### src/rtl/dcache_store_port.sv
// rtl/dcache_store_port.sv - direct-mapped write-back data cache: store buffer port, load port, miss FSM
`timescale 1ns/1ps
module dcache_store_port #(
  parameter int WORD_SIZE        = 32,
  parameter int ADDRESS_WIDTH    = 32,
  parameter int SIZE_WRITE_WIDTH = 2,
  parameter int LINE_SIZE        = 128,
  parameter int NUM_LINES        = 4
) (
  input  logic                        clk,
  input  logic                        reset,
  input  logic                        load_req,
  input  logic [ADDRESS_WIDTH-1:0]    load_addr,
  output logic                        load_valid,
  output logic [WORD_SIZE-1:0]        load_data,
  input  logic                        cache_wenable,
  input  logic [ADDRESS_WIDTH-1:0]    cache_physical_address,
  input  logic [WORD_SIZE-1:0]        cache_store_value,
  input  logic [SIZE_WRITE_WIDTH-1:0] cache_store_size,
  output logic                        store_success,
  output logic                        busy,
  output logic                        mem_req,
  output logic                        mem_we,
  output logic [ADDRESS_WIDTH-1:0]    mem_addr,
  output logic [LINE_SIZE-1:0]        mem_wdata,
  input  logic                        mem_rsp_valid,
  input  logic [LINE_SIZE-1:0]        mem_rdata
);

  localparam int OFF   = $clog2(LINE_SIZE / 8);
  localparam int IDX   = $clog2(NUM_LINES);
  localparam int TAG   = ADDRESS_WIDTH - IDX - OFF;
  localparam int BYTES = LINE_SIZE / 8;
  localparam int WORDS = LINE_SIZE / WORD_SIZE;
  localparam int WB    = $clog2(WORD_SIZE / 8);
  localparam int WSEL  = OFF - WB;
  localparam logic [BYTES-1:0] WORD_MASK = BYTES'((1 << (WORD_SIZE / 8)) - 1);

  typedef enum logic [2:0] {IDLE, WB_REQ, WB_WAIT, FILL_REQ, FILL_WAIT} state_t;

  state_t                 state;
  logic [LINE_SIZE-1:0]   data_arr [NUM_LINES];
  logic [TAG-1:0]         tag_arr  [NUM_LINES];
  logic [NUM_LINES-1:0]   valid_q;
  logic [NUM_LINES-1:0]   dirty_q;
  logic [TAG-1:0]         miss_tag;
  logic [IDX-1:0]         miss_idx;

  logic                     take_load, take_store, access, hit, miss;
  logic                     store_we, fill_we;
  logic [ADDRESS_WIDTH-1:0] acc_addr;
  logic [TAG-1:0]           acc_tag;
  logic [IDX-1:0]           acc_idx;
  logic [OFF-1:0]           byte_pos;
  logic [LINE_SIZE-1:0]     cur_line, st_data, merged;
  logic [BYTES-1:0]         st_mask;
  logic [WORD_SIZE-1:0]     rd_word;

  // A request still held during its own ack pulse must not be taken a second time.
  assign take_load  = (state == IDLE) && load_req && !load_valid;
  assign take_store = (state == IDLE) && !take_load && cache_wenable && !store_success;
  assign access     = take_load || take_store;
  assign acc_addr   = take_load ? load_addr : cache_physical_address;
  assign acc_tag    = acc_addr[ADDRESS_WIDTH-1:IDX+OFF];
  assign acc_idx    = acc_addr[IDX+OFF-1:OFF];
  assign byte_pos   = acc_addr[OFF-1:0];
  assign cur_line   = data_arr[acc_idx];
  assign hit        = valid_q[acc_idx] && (tag_arr[acc_idx] == acc_tag);
  assign miss       = access && !hit;
  assign store_we   = take_store && hit;
  assign fill_we    = (state == FILL_WAIT) && mem_rsp_valid;
  assign busy       = !reset && ((state != IDLE) || miss);

  always_comb begin
    st_mask = '0;
    st_data = '0;
    case (cache_store_size)
      SIZE_WRITE_WIDTH'(0): begin
        st_mask = BYTES'(1) << byte_pos;
        st_data = {BYTES{cache_store_value[7:0]}};
      end
      SIZE_WRITE_WIDTH'(1): begin
        st_mask = BYTES'(3) << {byte_pos[OFF-1:1], 1'b0};
        st_data = {(BYTES/2){cache_store_value[15:0]}};
      end
      default: begin
        st_mask = WORD_MASK << {byte_pos[OFF-1:WB], {WB{1'b0}}};
        st_data = {WORDS{cache_store_value}};
      end
    endcase
  end

  always_comb begin
    merged = cur_line;
    for (int b = 0; b < BYTES; b++) begin
      if (st_mask[b]) merged[b*8 +: 8] = st_data[b*8 +: 8];
    end
  end

  always_comb begin
    rd_word = '0;
    for (int w = 0; w < WORDS; w++) begin
      if (acc_addr[OFF-1:WB] == WSEL'(w)) rd_word = cur_line[w*WORD_SIZE +: WORD_SIZE];
    end
  end

  // Line storage carries no reset; valid bits alone decide what is resident.
  always_ff @(posedge clk) begin
    if (fill_we) begin
      data_arr[miss_idx] <= mem_rdata;
      tag_arr[miss_idx]  <= miss_tag;
    end else if (store_we) begin
      data_arr[acc_idx] <= merged;
    end
  end

  always_ff @(posedge clk or posedge reset) begin
    if (reset) begin
      state         <= IDLE;
      valid_q       <= '0;
      dirty_q       <= '0;
      miss_tag      <= '0;
      miss_idx      <= '0;
      load_valid    <= 1'b0;
      load_data     <= '0;
      store_success <= 1'b0;
      mem_req       <= 1'b0;
      mem_we        <= 1'b0;
      mem_addr      <= '0;
      mem_wdata     <= '0;
    end else begin
      load_valid    <= 1'b0;
      store_success <= 1'b0;
      mem_req       <= 1'b0;
      case (state)
        IDLE: begin
          if (access && hit) begin
            if (take_load) begin
              load_valid <= 1'b1;
              load_data  <= rd_word;
            end else begin
              store_success    <= 1'b1;
              dirty_q[acc_idx] <= 1'b1;
            end
          end else if (miss) begin
            miss_tag <= acc_tag;
            miss_idx <= acc_idx;
            mem_req  <= 1'b1;
            if (valid_q[acc_idx] && dirty_q[acc_idx]) begin
              state     <= WB_REQ;
              mem_we    <= 1'b1;
              mem_addr  <= {tag_arr[acc_idx], acc_idx, {OFF{1'b0}}};
              mem_wdata <= cur_line;
            end else begin
              state    <= FILL_REQ;
              mem_we   <= 1'b0;
              mem_addr <= {acc_tag, acc_idx, {OFF{1'b0}}};
            end
          end
        end
        WB_REQ: state <= WB_WAIT;
        WB_WAIT: begin
          if (mem_rsp_valid) begin
            dirty_q[miss_idx] <= 1'b0;
            state             <= FILL_REQ;
            mem_req           <= 1'b1;
            mem_we            <= 1'b0;
            mem_addr          <= {miss_tag, miss_idx, {OFF{1'b0}}};
          end
        end
        FILL_REQ: state <= FILL_WAIT;
        FILL_WAIT: begin
          if (mem_rsp_valid) begin
            valid_q[miss_idx] <= 1'b1;
            dirty_q[miss_idx] <= 1'b0;
            state             <= IDLE;
          end
        end
        default: state <= IDLE;
      endcase
    end
  end

endmodule
### config.mk
export PLATFORM = sky130hd
export DESIGN_NAME = dcache_store_port
export DESIGN_NICKNAME = d
export VERILOG_FILES = /design/src/rtl/dcache_store_port.sv
export SDC_FILE = /design/constraint.sdc
export NUM_CORES = 1
export LEC_CHECK = 0
export ABC_AREA = 0
export BUFFER_PORTS_ARGS = -buffer_cell sky130_fd_sc_hd__buf_2
export CORE_MARGIN = 2
export CORE_UTILIZATION = 30
export DETAILED_ROUTE_END_ITERATION = 7
export SLEW_MARGIN = 0
export SYNTH_ARGS = -nofsm -noshare
export SYNTH_HDL_FRONTEND = slang
export SYNTH_SLANG_ARGS = --single-unit
### constraint.sdc
create_clock -name clk -period 7.5 [get_ports clk]
set_clock_uncertainty 0.1 [all_clocks]
set_input_delay 0.375 -clock clk [delete_from_list [all_inputs] [get_ports clk]]
set_output_delay 0.375 -clock clk [all_outputs]
set_load 0.05 [all_outputs]
==> out/results.txt <==
Initial DRC Count -> 3462
Vias in the first global route -> 28.3k
Net Sw Power -> 5530 uW
Max-cap violations -> 0
Hold WC Path Type -> in -> reg
Die H -> 367 um
Worst Tran Pin Value -> 1.28 ns
Clk pwr share -> 0.310
Crit Path Category -> reg -> out
Final setup vio count -> 0
Syn Inst Count -> 3255
Routed vias -> 29.8k
Antenna-violating nets left -> 0
Wire length per cell -> 27.5 um
Post-CTS setup buffers -> 0
Largest net degree at the start of global routing -> 194
GR Overflow Total -> 0
Clock Sinks -> 847
Sw Share -> 0.372
Mapped Avg Cell Area -> 12.2 um2
Synthesis Warnings -> 0
CP Launch Type -> register
Slowest stage cell on the critical path -> nor2_8
Nets -> 3964
Final instance area -> 0.0481 mm2
Drt drc -> 0
# rows -> 133
Critical Path AT -> 5.21 ns
Min Tclk post-route -> 5.69 ns
Drt first pass iters -> 5
Leakage -> 0.0187 uW
Comb pwr share -> 0.311
Asr flop ratio synth -> 0.273
Antenna violations before repair -> 29
Die width -> 367 um
Post-synthesis register bit count -> 847
Setup TNS -> 0 ns
Worst skew pair latency -> 0.71 ns
DP HPWL -> 104000 um
Area Overhead vs Synth -> 21.5%
Reg power frac -> 0.379
CP max stage delay -> 0.80 ns
CTS Buffer Depth -> 3
Ys flop type -> edfxtp_1
Max_slew headroom -> 0.125
Final period util -> 0.758
Vias per cell -> 5.35
First-pass GRT wire length -> 214000 um
RD Place Congestion -> 0.891
CORE AREA -> 0.131 mm2
PortBufs -> 423
Crit end category -> output port
Peak supply drop -> 0.000226 V
CTS H-Tree Depth -> 3
Sequential element share of the synthesized area -> 0.614
Crit-path max FO -> 42
All-layer global routing usage -> 0.220
Peak Freq -> 176 MHz
Power Density -> 309 mW/mm2
Cell Area, Synth -> 0.0396 mm2
P_int -> 9330 uW
Placement Cell Area -> 0.0435 mm2
Post-Route WL -> 153000 um
EDFF count, synth -> 616
Die Area -> 0.135 mm2
Max Slew Vio Count -> 0
Final Hold Fails -> 0
Outcome -> completed
Worst-path clk slew -> 0.06 ns
Starting Density -> 0.302
Top post-synthesis cells by area -> edfxtp_1, dfrtp_1, nand2_1, mux2_2, mux2i_1
Post-synth top cells -> edfxtp_1, nand2_1, dfrtp_1
Worst path cell trace -> or3_1, nor2_8, mux2i_1, xnor2_1, o21ai_0, o2111a_1, nand4_4, buf_4, nand2_2, a21oi_1, buf_2
Root buffer cell -> clkbuf_16
CTS buffer count -> 95
Top-area cell type share of the netlist area -> 0.468
RSZ-0062 raised after global routing -> false
Yosys cell types -> 77
Share of cells above drive strength 1 -> 0.244
Post-synth top area cell -> edfxtp_1
Most numerous cell in the Yosys netlist -> edfxtp_1
Worst endpoint required time -> 7.03 ns
Io pins -> 428
CTS tree -> done
-- through the flow --
stage                     hold slack, ns  worst slack (ns)  utilization  total power [uW]  std cells
after detailed placement           0.375              1.98        0.332             10100       5244
after global placement             0.351              2.01        0.332             10100       5244
after global routing              0.0260              1.57        0.367             15400       5569
after CTS                       0.000773              1.79        0.367             14900       5568
after floorplan                    0.334             0.692            -              8450       3258
final                             0.0369              1.81        0.367             14900       5570
-- per-layer routing --
layer,GRT usage,vias up,part of all wire
met5,0,-,0.0010
met4,0.0582,26,0.025
met3,0.0650,196,0.11
met2,0.341,1586,0.45
met1,0.300,14900,0.42
li1,-,13000,-
-- power groups by stage --
stage	clock network [uW]	logic, uW	registers, uW
after detailed placement	0	4410	5730
after CTS	4670	4560	5630
final	4610	4610	5630
after global placement	0	4380	5710
after floorplan	0	2530	5920
after global routing	4860	4880	5670
-- critical path: cells and delay by family, from the launching register on --
family          cells  cell delay, ns
buf+inv             2            0.76
mux                 1            0.50
compound gates      3            0.74
xor+xnor            1            0.20
flops               1            0.51
simple gates        4            1.78
-- kinds of logic after synthesis --
kind of cell | after synthesis | synth area share
AND/OR/NAND/NOR | 991 | 0.110
XOR/XNOR | 40 | 0.00886
other | 1 | 0.0000948
multiplexers | 422 | 0.128
AO/OA/AOI/OAI | 655 | 0.105
buffers and inverters | 299 | 0.0345
flip-flops | 847 | 0.614
-- what timing repair did --
action | 4_1_cts | 5_1_grt
hold endpoints to repair | 552 | 0
resized for setup | 0 | 0
hold buffers | 147 | 0
-- layout by cell type, fill, tap and decap left out, drive strengths merged, types with 10 or more instances in the layout --
cell type	instances
and3	74
xnor2	32
buf	487
edfxtp	616
o211ai	65
a211oi	72
nand2	614
clkinv	40
clkbuf	123
mux2	254
a21oi	114
o31ai	67
nand3	155
dfrtp	231
inv	44
mux2i	140
a31oi	96
nand4	10
o22ai	14
dlygate4sd3	147
o21ai	184
nor3	14
mux4	28
nor2	80
-- area by class of cell --
type	instances	area (um2)
Clock buffer	123	2530
Clock inverter	54	553
Antenna cell	2	5.00
Sequential cell	847	24300
Tap cell	1755	2200
Multi-Input combinational cell	2112	14100
Timing Repair Buffer	634	4260
Inverter	43	169
Fill cell	12800	83100
-- flip-flops by register name, indices dropped and copies added, names as in the netlist --
register       cells
mem_addr          28
mem_req            1
valid_q            4
dirty_q            4
mem_wdata        128
mem_we             1
miss_idx           2
state              3
store_success      1
tag_arr          104
load_valid         1
load_data         32
data_arr         512
miss_tag          26
-- final timing paths --
| kind | startpoint | end | slack [ns] | depth (start not counted) |
|---|---|---|---|---|
| max | state[1] | busy | 1.81 | 11 |
| min | mem_rdata[99] | data_arr[2][99] | 0.04 | 2 |
| max reg2reg | state[1] | data_arr[3][112] | 1.84 | 10 |
| min reg2reg | mem_we | mem_we | 0.39 | 1 |
| max in group asynchronous | reset | mem_wdata[37] | 5.69 | 4 |
| min in group asynchronous | reset | mem_addr[28] | 0.29 | 3 |
Power figures use the tool's default switching activity.
